### config.mk
export PLATFORM = sky130hd
export DESIGN_NAME = logic_unit_pipe_flat
export DESIGN_NICKNAME = d
export VERILOG_FILES = /design/src/rtl/logic_unit_pipe_if.sv /design/src/rtl/logic_unit_pipe.sv /design/src/flat_wrapper.sv
export SDC_FILE = /design/constraint.sdc
export NUM_CORES = 1
export LEC_CHECK = 0
export ABC_AREA = 1
export CORE_AREA = 2 2 152 154
export CTS_CLUSTER_SIZE = 12
export DETAILED_ROUTE_END_ITERATION = 10
export DIE_AREA = 0 0 154 156
export HOLD_SLACK_MARGIN = 0.1
export PLACE_DENSITY = 0.68
export SKIP_CTS_REPAIR_TIMING = 1
export SYNTH_ARGS = -nofsm -noshare
export SYNTH_HDL_FRONTEND = slang
export SYNTH_SLANG_ARGS = --single-unit
### constraint.sdc
create_clock -name clk -period 2.3 [get_ports clk]
set_clock_uncertainty 0.05 [all_clocks]
set_input_delay 0.46 -clock clk [delete_from_list [all_inputs] [get_ports clk]]
set_output_delay 0.46 -clock clk [all_outputs]
set_load 0.05 [all_outputs]
### src/rtl/logic_unit_pipe_if.sv
// Handshake bus for logic_unit_pipe: operation input side, result output side
// and the architectural condition-code register.
interface logic_unit_pipe_if #(
    parameter int unsigned WIDTH = 64
);
    logic             in_valid;
    logic             in_ready;
    logic [1:0]       op;
    logic [WIDTH-1:0] a;
    logic [WIDTH-1:0] b;
    logic             set_cc;
    logic             out_valid;
    logic             out_ready;
    logic [WIDTH-1:0] result;
    logic             out_zf;
    logic             out_sf;
    logic             out_of;
    logic [2:0]       cc;

    modport slave (
        input  in_valid, op, a, b, set_cc, out_ready,
        output in_ready, out_valid, result, out_zf, out_sf, out_of, cc
    );

    modport master (
        output in_valid, op, a, b, set_cc, out_ready,
        input  in_ready, out_valid, result, out_zf, out_sf, out_of, cc
    );
endinterface

### src/rtl/logic_unit_pipe.sv
// Pipelined bitwise logic unit (AND/OR/XOR/XNOR) with Y86-style flags,
// valid/ready backpressure and an architectural {ZF,SF,OF} register.
module logic_unit_pipe #(
    parameter int unsigned WIDTH  = 64,
    parameter int unsigned STAGES = 2
) (
    input logic              clk,
    input logic              rst_n,
    logic_unit_pipe_if.slave io_bus
);
    localparam int unsigned Last = STAGES - 1;

    logic [WIDTH-1:0]  w_res;
    logic              w_zf;
    logic              w_sf;
    logic              w_chain;
    logic              w_in_ready;
    logic [STAGES-1:0] w_adv;
    logic [STAGES-1:0] w_load;

    logic [STAGES-1:0] r_valid;
    logic [WIDTH-1:0]  r_res [STAGES];
    logic [STAGES-1:0] r_zf;
    logic [STAGES-1:0] r_sf;
    logic [STAGES-1:0] r_scc;
    logic [2:0]        r_cc;

    always_comb begin
        unique case (io_bus.op)
            2'b00:   w_res = io_bus.a & io_bus.b;
            2'b01:   w_res = io_bus.a | io_bus.b;
            2'b10:   w_res = io_bus.a ^ io_bus.b;
            default: w_res = ~(io_bus.a ^ io_bus.b);
        endcase
        w_zf = (w_res == '0);
        w_sf = w_res[WIDTH-1];
    end

    // Walk back from the output: a stage may advance if out_ready or any later stage is empty.
    always_comb begin
        w_chain = io_bus.out_ready;
        w_adv   = '0;
        for (int k = int'(STAGES) - 1; k >= 0; k--) begin
            w_adv[k] = w_chain;
            w_chain  = w_chain | ~r_valid[k];
        end
        w_in_ready = w_chain;
    end

    assign w_load = w_adv | ~r_valid;

    always_ff @(posedge clk or negedge rst_n) begin
        if (!rst_n) begin
            r_valid <= '0;
            r_zf    <= '0;
            r_sf    <= '0;
            r_scc   <= '0;
            r_cc    <= 3'b100;
            for (int k = 0; k < int'(STAGES); k++) begin
                r_res[k] <= '0;
            end
        end else begin
            if (w_load[0]) begin
                r_valid[0] <= io_bus.in_valid;
                // Payload only moves with a valid op so idle outputs keep their last value.
                if (io_bus.in_valid) begin
                    r_res[0] <= w_res;
                    r_zf[0]  <= w_zf;
                    r_sf[0]  <= w_sf;
                    r_scc[0] <= io_bus.set_cc;
                end
            end
            for (int k = 1; k < int'(STAGES); k++) begin
                if (w_load[k]) begin
                    r_valid[k] <= r_valid[k-1];
                    if (r_valid[k-1]) begin
                        r_res[k] <= r_res[k-1];
                        r_zf[k]  <= r_zf[k-1];
                        r_sf[k]  <= r_sf[k-1];
                        r_scc[k] <= r_scc[k-1];
                    end
                end
            end
            if (r_valid[Last] && io_bus.out_ready && r_scc[Last]) begin
                r_cc <= {r_zf[Last], r_sf[Last], 1'b0};
            end
        end
    end

    assign io_bus.in_ready  = w_in_ready;
    assign io_bus.out_valid = r_valid[Last];
    assign io_bus.result    = r_res[Last];
    assign io_bus.out_zf    = r_zf[Last];
    assign io_bus.out_sf    = r_sf[Last];
    assign io_bus.out_of    = 1'b0;
    assign io_bus.cc        = r_cc;
endmodule

### src/flat_wrapper.sv
// flat-port wrapper written by rule: the top's interface ports become plain ports
module logic_unit_pipe_flat 
#(
    parameter int unsigned WIDTH  = 64,
    parameter int unsigned STAGES = 2
)
  (clk, rst_n, io_bus_in_valid, io_bus_op, io_bus_a, io_bus_b, io_bus_set_cc, io_bus_out_ready, io_bus_in_ready, io_bus_out_valid, io_bus_result, io_bus_out_zf, io_bus_out_sf, io_bus_out_of, io_bus_cc);
  logic_unit_pipe_if #(.WIDTH(WIDTH)) io_bus_i ();
  input logic clk;
  input logic rst_n;
  input wire logic [$bits(io_bus_i.in_valid)-1:0] io_bus_in_valid;
  input wire logic [$bits(io_bus_i.op)-1:0] io_bus_op;
  input wire logic [$bits(io_bus_i.a)-1:0] io_bus_a;
  input wire logic [$bits(io_bus_i.b)-1:0] io_bus_b;
  input wire logic [$bits(io_bus_i.set_cc)-1:0] io_bus_set_cc;
  input wire logic [$bits(io_bus_i.out_ready)-1:0] io_bus_out_ready;
  output wire logic [$bits(io_bus_i.in_ready)-1:0] io_bus_in_ready;
  output wire logic [$bits(io_bus_i.out_valid)-1:0] io_bus_out_valid;
  output wire logic [$bits(io_bus_i.result)-1:0] io_bus_result;
  output wire logic [$bits(io_bus_i.out_zf)-1:0] io_bus_out_zf;
  output wire logic [$bits(io_bus_i.out_sf)-1:0] io_bus_out_sf;
  output wire logic [$bits(io_bus_i.out_of)-1:0] io_bus_out_of;
  output wire logic [$bits(io_bus_i.cc)-1:0] io_bus_cc;
  assign io_bus_i.in_valid = io_bus_in_valid;
  assign io_bus_i.op = io_bus_op;
  assign io_bus_i.a = io_bus_a;
  assign io_bus_i.b = io_bus_b;
  assign io_bus_i.set_cc = io_bus_set_cc;
  assign io_bus_i.out_ready = io_bus_out_ready;
  assign io_bus_in_ready = io_bus_i.in_ready;
  assign io_bus_out_valid = io_bus_i.out_valid;
  assign io_bus_result = io_bus_i.result;
  assign io_bus_out_zf = io_bus_i.out_zf;
  assign io_bus_out_sf = io_bus_i.out_sf;
  assign io_bus_out_of = io_bus_i.out_of;
  assign io_bus_cc = io_bus_i.cc;
  logic_unit_pipe #(.WIDTH(WIDTH), .STAGES(STAGES)) u_core (.clk(clk), .rst_n(rst_n), .io_bus(io_bus_i));
endmodule
# After elaboration in Yosys (flattened, before gate mapping)
# Index checks and enable logic that the tools add are counted.
[word_totals]
regBits = 138
[op_classes]
reduce_logical = 6
n_mux = 1
n_eq_ne = 2
bitwise_logic = 10
[ops]
columns = ["op", "n"]
rows = [
  ["one-hot mux 64 bit (3 select lines)", 1],
  ["AND 64 bit", 1],
  ["logical NOT 64 bit", 1],
  ["NOT 64 bit", 1],
  ["bitwise OR 64 bit", 1],
  ["bitwise XOR 64 bit", 1],
  ["AND reduction 2 bit", 2],
  ["== test 2 x 1 -> 1 bit, second input constant", 1],
  ["== test 2 bit, second input constant", 1],
  ["logical AND 1 bit", 2],
  ["logical NOT 2 bit", 1],
  ["NOT 1 bit", 2],
  ["NOT 2 bit", 1],
  ["bitwise OR 1 bit", 2],
  ["bitwise OR 2 bit", 1],
]

# Logic depth before layout (Yosys ltp)
[logic_depth]
word_depth = 4
depth_mapped = 14

# Worst setup path after synthesis
# OpenSTA, ideal clock, no wires.
[synth_path]
path_type = "register to register"
from = "register u_core.r_valid[1]"
to = "register u_core.r_valid[0]"
path_stages_with_launch = 6
arrival_ns = 2.076
setup_slack_ns = 0.031
cell_sequence = "dfrtp_1 nand3_1 nand2_1 clkbuf_1 clkbuf_1 nand2_1"
[synth_between]
elab_chain_len = 3
[synth_rtl]
columns = ["item", "line", "source"]
rows = [
  ["from (decl)", "logic_unit_pipe.sv:21", "logic [STAGES-1:0] r_valid;"],
  ["from (signal, indexed assignment)", "logic_unit_pipe.sv:75", "r_valid[k] <= r_valid[k-1];"],
  ["NOT 1 bit", "logic_unit_pipe.sv:45", "w_chain = w_chain | ~r_valid[k];"],
  ["bitwise OR 1 bit", "logic_unit_pipe.sv:45", ""],
  ["bitwise OR 2 bit", "logic_unit_pipe.sv:50", "assign w_load = w_adv | ~r_valid;"],
]
# No other way between the ends.
# A chain may end at the register's enable or synchronous reset.

# Final worst setup path
[layout_path]
from = "register u_core.r_cc[2] (netlist: u_core.io_bus.cc[2])"
to = "output io_bus_cc[2]"
[layout_lines]
columns = ["item", "line", "source"]
rows = [
  ["from (decl)", "logic_unit_pipe.sv:26", "logic [2:0] r_cc;"],
  ["from (signal assigned)", "logic_unit_pipe.sv:85", "r_cc <= {r_zf[Last], r_sf[Last], 1'b0};"],
  ["to (decl)", "flat_wrapper.sv:23", "output wire logic [$bits(io_bus_i.cc)-1:0] io_bus_cc;"],
]
# No word-level cell between the ends.

==> metrics.cfg <==
[run_status]
status = complete, no violations

[clock_network]
root_buffer = sky130_fd_sc_hd__clkbuf_16
worst_skew_pair.late_latency_ps = 420
numCtsBuffers = 17
htreeDepth = 4
tritoncts = done
numClockSinks = 136
cts_max_path_buffers = 2
clk_pin_slew_worst_setup_hold_paths_ps = 60

[layout]
area.growth.synth_to_final_pct = 28.9
layout-drive-gt1-share = 0.0998
nets = 1773
post-route-cell-area_mm2 = 0.0128
fill_cells = 2021

[critical_path]
worst_path_largest_cell_delay_ps = 800
worstPathArrival_ps = 1750
worst_setup_path_start_kind = register
critical-path-top-delay-family = buffers and inverters
cp.required_ps = 1790
critical_path.n_buffers_inverters = 1
path_max_fanout = 2
critical_path_class = register to primary output
cp_cell_sequence = clkdlybuf4s50_1
crit_path_end_kind = primary output
critical_path.slowest_cell = sky130_fd_sc_hd__clkdlybuf4s50_1

[synth]
postSynthCellCount = 1343
synth_edf_count = 0
synth.most_common_cell = sky130_fd_sc_hd__nand2_1
asyncSetResetFlopFracSynth = 1.00
synthesis.area_mm2 = 0.00994
netlist_top_cells_area = sky130_fd_sc_hd__dfrtp_1, sky130_fd_sc_hd__ha_1, sky130_fd_sc_hd__nand2_1
synth-seq-area-share = 0.343
library_cells_used_by_synthesis = 22
yosys-top-cells-count = sky130_fd_sc_hd__nand2_1, sky130_fd_sc_hd__inv_1, sky130_fd_sc_hd__dfrtp_1
synth_flop_cell = sky130_fd_sc_hd__dfrtp_1
number_of_warnings_reported_in_the_yosys_synthesis_log = 0
synthDominantCellAreaShare = 0.340
synth_top_area_cell = sky130_fd_sc_hd__dfrtp_1
yosys_register_bits = 136
postSynthAreaPerCell_um2 = 7.40

[drt]
drcViolationCount = 0
detailedRoute.firstIterationViolations = 527
route.antenna.remaining_nets = 0
dr_total_vias = 8698
postRouteWirelength_um = 26400
via_per_inst = 4.81
avg_wl_per_cell_um = 14.6
drtPass1Iterations = 5

[sta]
worst_max_slew_pin_slew_ps = 1120
rsz0062_at_grt = no
setup_viol = 0
final.period_utilization = 0.981
period_needed_ps = 2260
finalHoldViolations = 0
timing_max_transition_violations_final = 0
max-slew-margin-rel = 0.255
fin_ws_ps = 44.5
maxClockFrequency_ghz = 0.443

[placement]
pre_cts_slack_ps = -237
dpl.hpwl_um = 20300
dpl-instance-area_mm2 = 0.0122
gp_congestion = 0.865
port_buffers = 204

[floorplanning]
ios = 207
dieHeight_um = 156
num_rows = 55
floorplan.die_area_mm2 = 0.0240
coreArea_mm2 = 0.0224
die_width_um = 154
initial_utilization = 0.444

[global_routing]
grtUsageTotal = 0.223
first_global_vias = 8336
grt_antenna_before_repair = 1
pin_count_of_the_biggest_net_entering_global_routing = 50
grt_remaining_overflow = 0
global_route_wire_length_before_repair_um = 42400

[hold_path]
hold_path_class = register to register

[job]
drv.max_cap_violation_count = 0

[pwr]
vdd_ir_drop_max_uv = 352
power.density_cell_area_mw_per_mm2 = 807
power.static_leakage_nw = 6.77

==> cell type report <==
| cell class | instances | area (µm²) | share of cell area |
|---|---|---|---|
| Antenna cell | 1 | 2.50 | 0.000195 |
| Tap cell | 285 | 357 | 0.0278 |
| Multi-Input combinational cell | 814 | 4790 | 0.374 |
| Clock buffer | 17 | 425 | 0.0332 |
| Clock inverter | 15 | 135 | 0.0105 |
| Inverter | 267 | 1000 | 0.0783 |
| Sequential cell | 136 | 3400 | 0.266 |
| Timing Repair Buffer | 274 | 2690 | 0.210 |
==> where the power goes <==
| group | internal, mW | switching, mW |
|---|---|---|
| clock network | 1.42 | 1.16 |
| registers | 3.02 | 0.332 |
| logic | 1.63 | 2.79 |
==> logic make-up (layout without fill, tap and decap cells) <==
family | Yosys count | count (layout) | synth area share
flip-flops | 136 | 136 | 0.343
adder cells (fa/ha/maj) | 128 | 128 | 0.161
other | 1 | 3 | 0.000377
AO/OA/AOI/OAI | 82 | 82 | 0.0419
buffers and inverters | 394 | 573 | 0.178
multiplexers | 31 | 31 | 0.0351
AND/OR/NAND/NOR | 571 | 571 | 0.241
==> final timing paths <==
check | start | to | slack [ps] | depth (start not counted)
worst max-delay path | u_core.io_bus.cc[2] | io_bus_cc[2] | 40 | 1
worst min-delay path | u_core.r_res[81] | u_core.r_res[81] | 430 | 2
worst max register to register | u_core.r_valid[1] | u_core.r_zf[0] | 680 | 11
worst min register to register | u_core.r_res[81] | u_core.r_res[81] | 430 | 2
max in group asynchronous | rst_n | u_core.io_bus.cc[2] | 950 | 3
min in group asynchronous | rst_n | u_core.io_bus.result[50] | 470 | 2
==> per-stage QoR <==
step / cells / power, mW / hold slack, ps / TNS [ps] / util
finish: 1809 / 10.3 / 430 / 0 / 0.573
global route: 1808 / 10.9 / 452 / 0 / 0.573
CTS: 1807 / 10.4 / -95.4 / 0 / 0.572
detailed placement: 1775 / 7.83 / 364 / -247 / 0.547
global placement: 1775 / 7.75 / 364 / -239 / 0.547
floorplan: 1344 / 6.57 / 114 / 0 / -
==> layout by cell type (no fill, tap or decap), types with 2 or more instances in the layout <==
cell type                         instances
sky130_fd_sc_hd__nand3_1                 90
sky130_fd_sc_hd__clkdlybuf4s50_1        192
sky130_fd_sc_hd__a21oi_1                  4
sky130_fd_sc_hd__nand3b_1                 3
sky130_fd_sc_hd__clkbuf_16               17
sky130_fd_sc_hd__nand4_1                 50
sky130_fd_sc_hd__nand2_1                376
sky130_fd_sc_hd__buf_12                  12
sky130_fd_sc_hd__mux2_2                  31
sky130_fd_sc_hd__o21ai_1                  3
sky130_fd_sc_hd__dfrtp_1                135
sky130_fd_sc_hd__clkinv_2                 2
sky130_fd_sc_hd__a31oi_1                  3
sky130_fd_sc_hd__inv_2                    2
sky130_fd_sc_hd__clkinvlp_4               4
sky130_fd_sc_hd__buf_4                   67
sky130_fd_sc_hd__o21ai_0                 71
sky130_fd_sc_hd__conb_1                   2
sky130_fd_sc_hd__nor2_1                  48
sky130_fd_sc_hd__nor2_4                   2
sky130_fd_sc_hd__inv_6                    6
sky130_fd_sc_hd__ha_1                   128
sky130_fd_sc_hd__inv_1                  264
sky130_fd_sc_hd__inv_8                    2
==> registers in the layout, summed over array words and instances, names as in the netlist <==
register / cells
u_core.io_bus.cc: 2
u_core.io_bus.result: 63
u_core.r_res: 63
u_core.r_scc: 2
u_core.r_sf: 2
u_core.r_valid: 2
u_core.r_zf: 2
==> metal layers <==
layer,vias up,part of all wire,GRT usage
met3,42,0.060,0.0342
met2,268,0.45,0.364
met5,-,0,0
met4,0,0.021,0.0717
li1,4387,-,-
met1,4001,0.47,0.307
(Power assumes the default switching activity.)
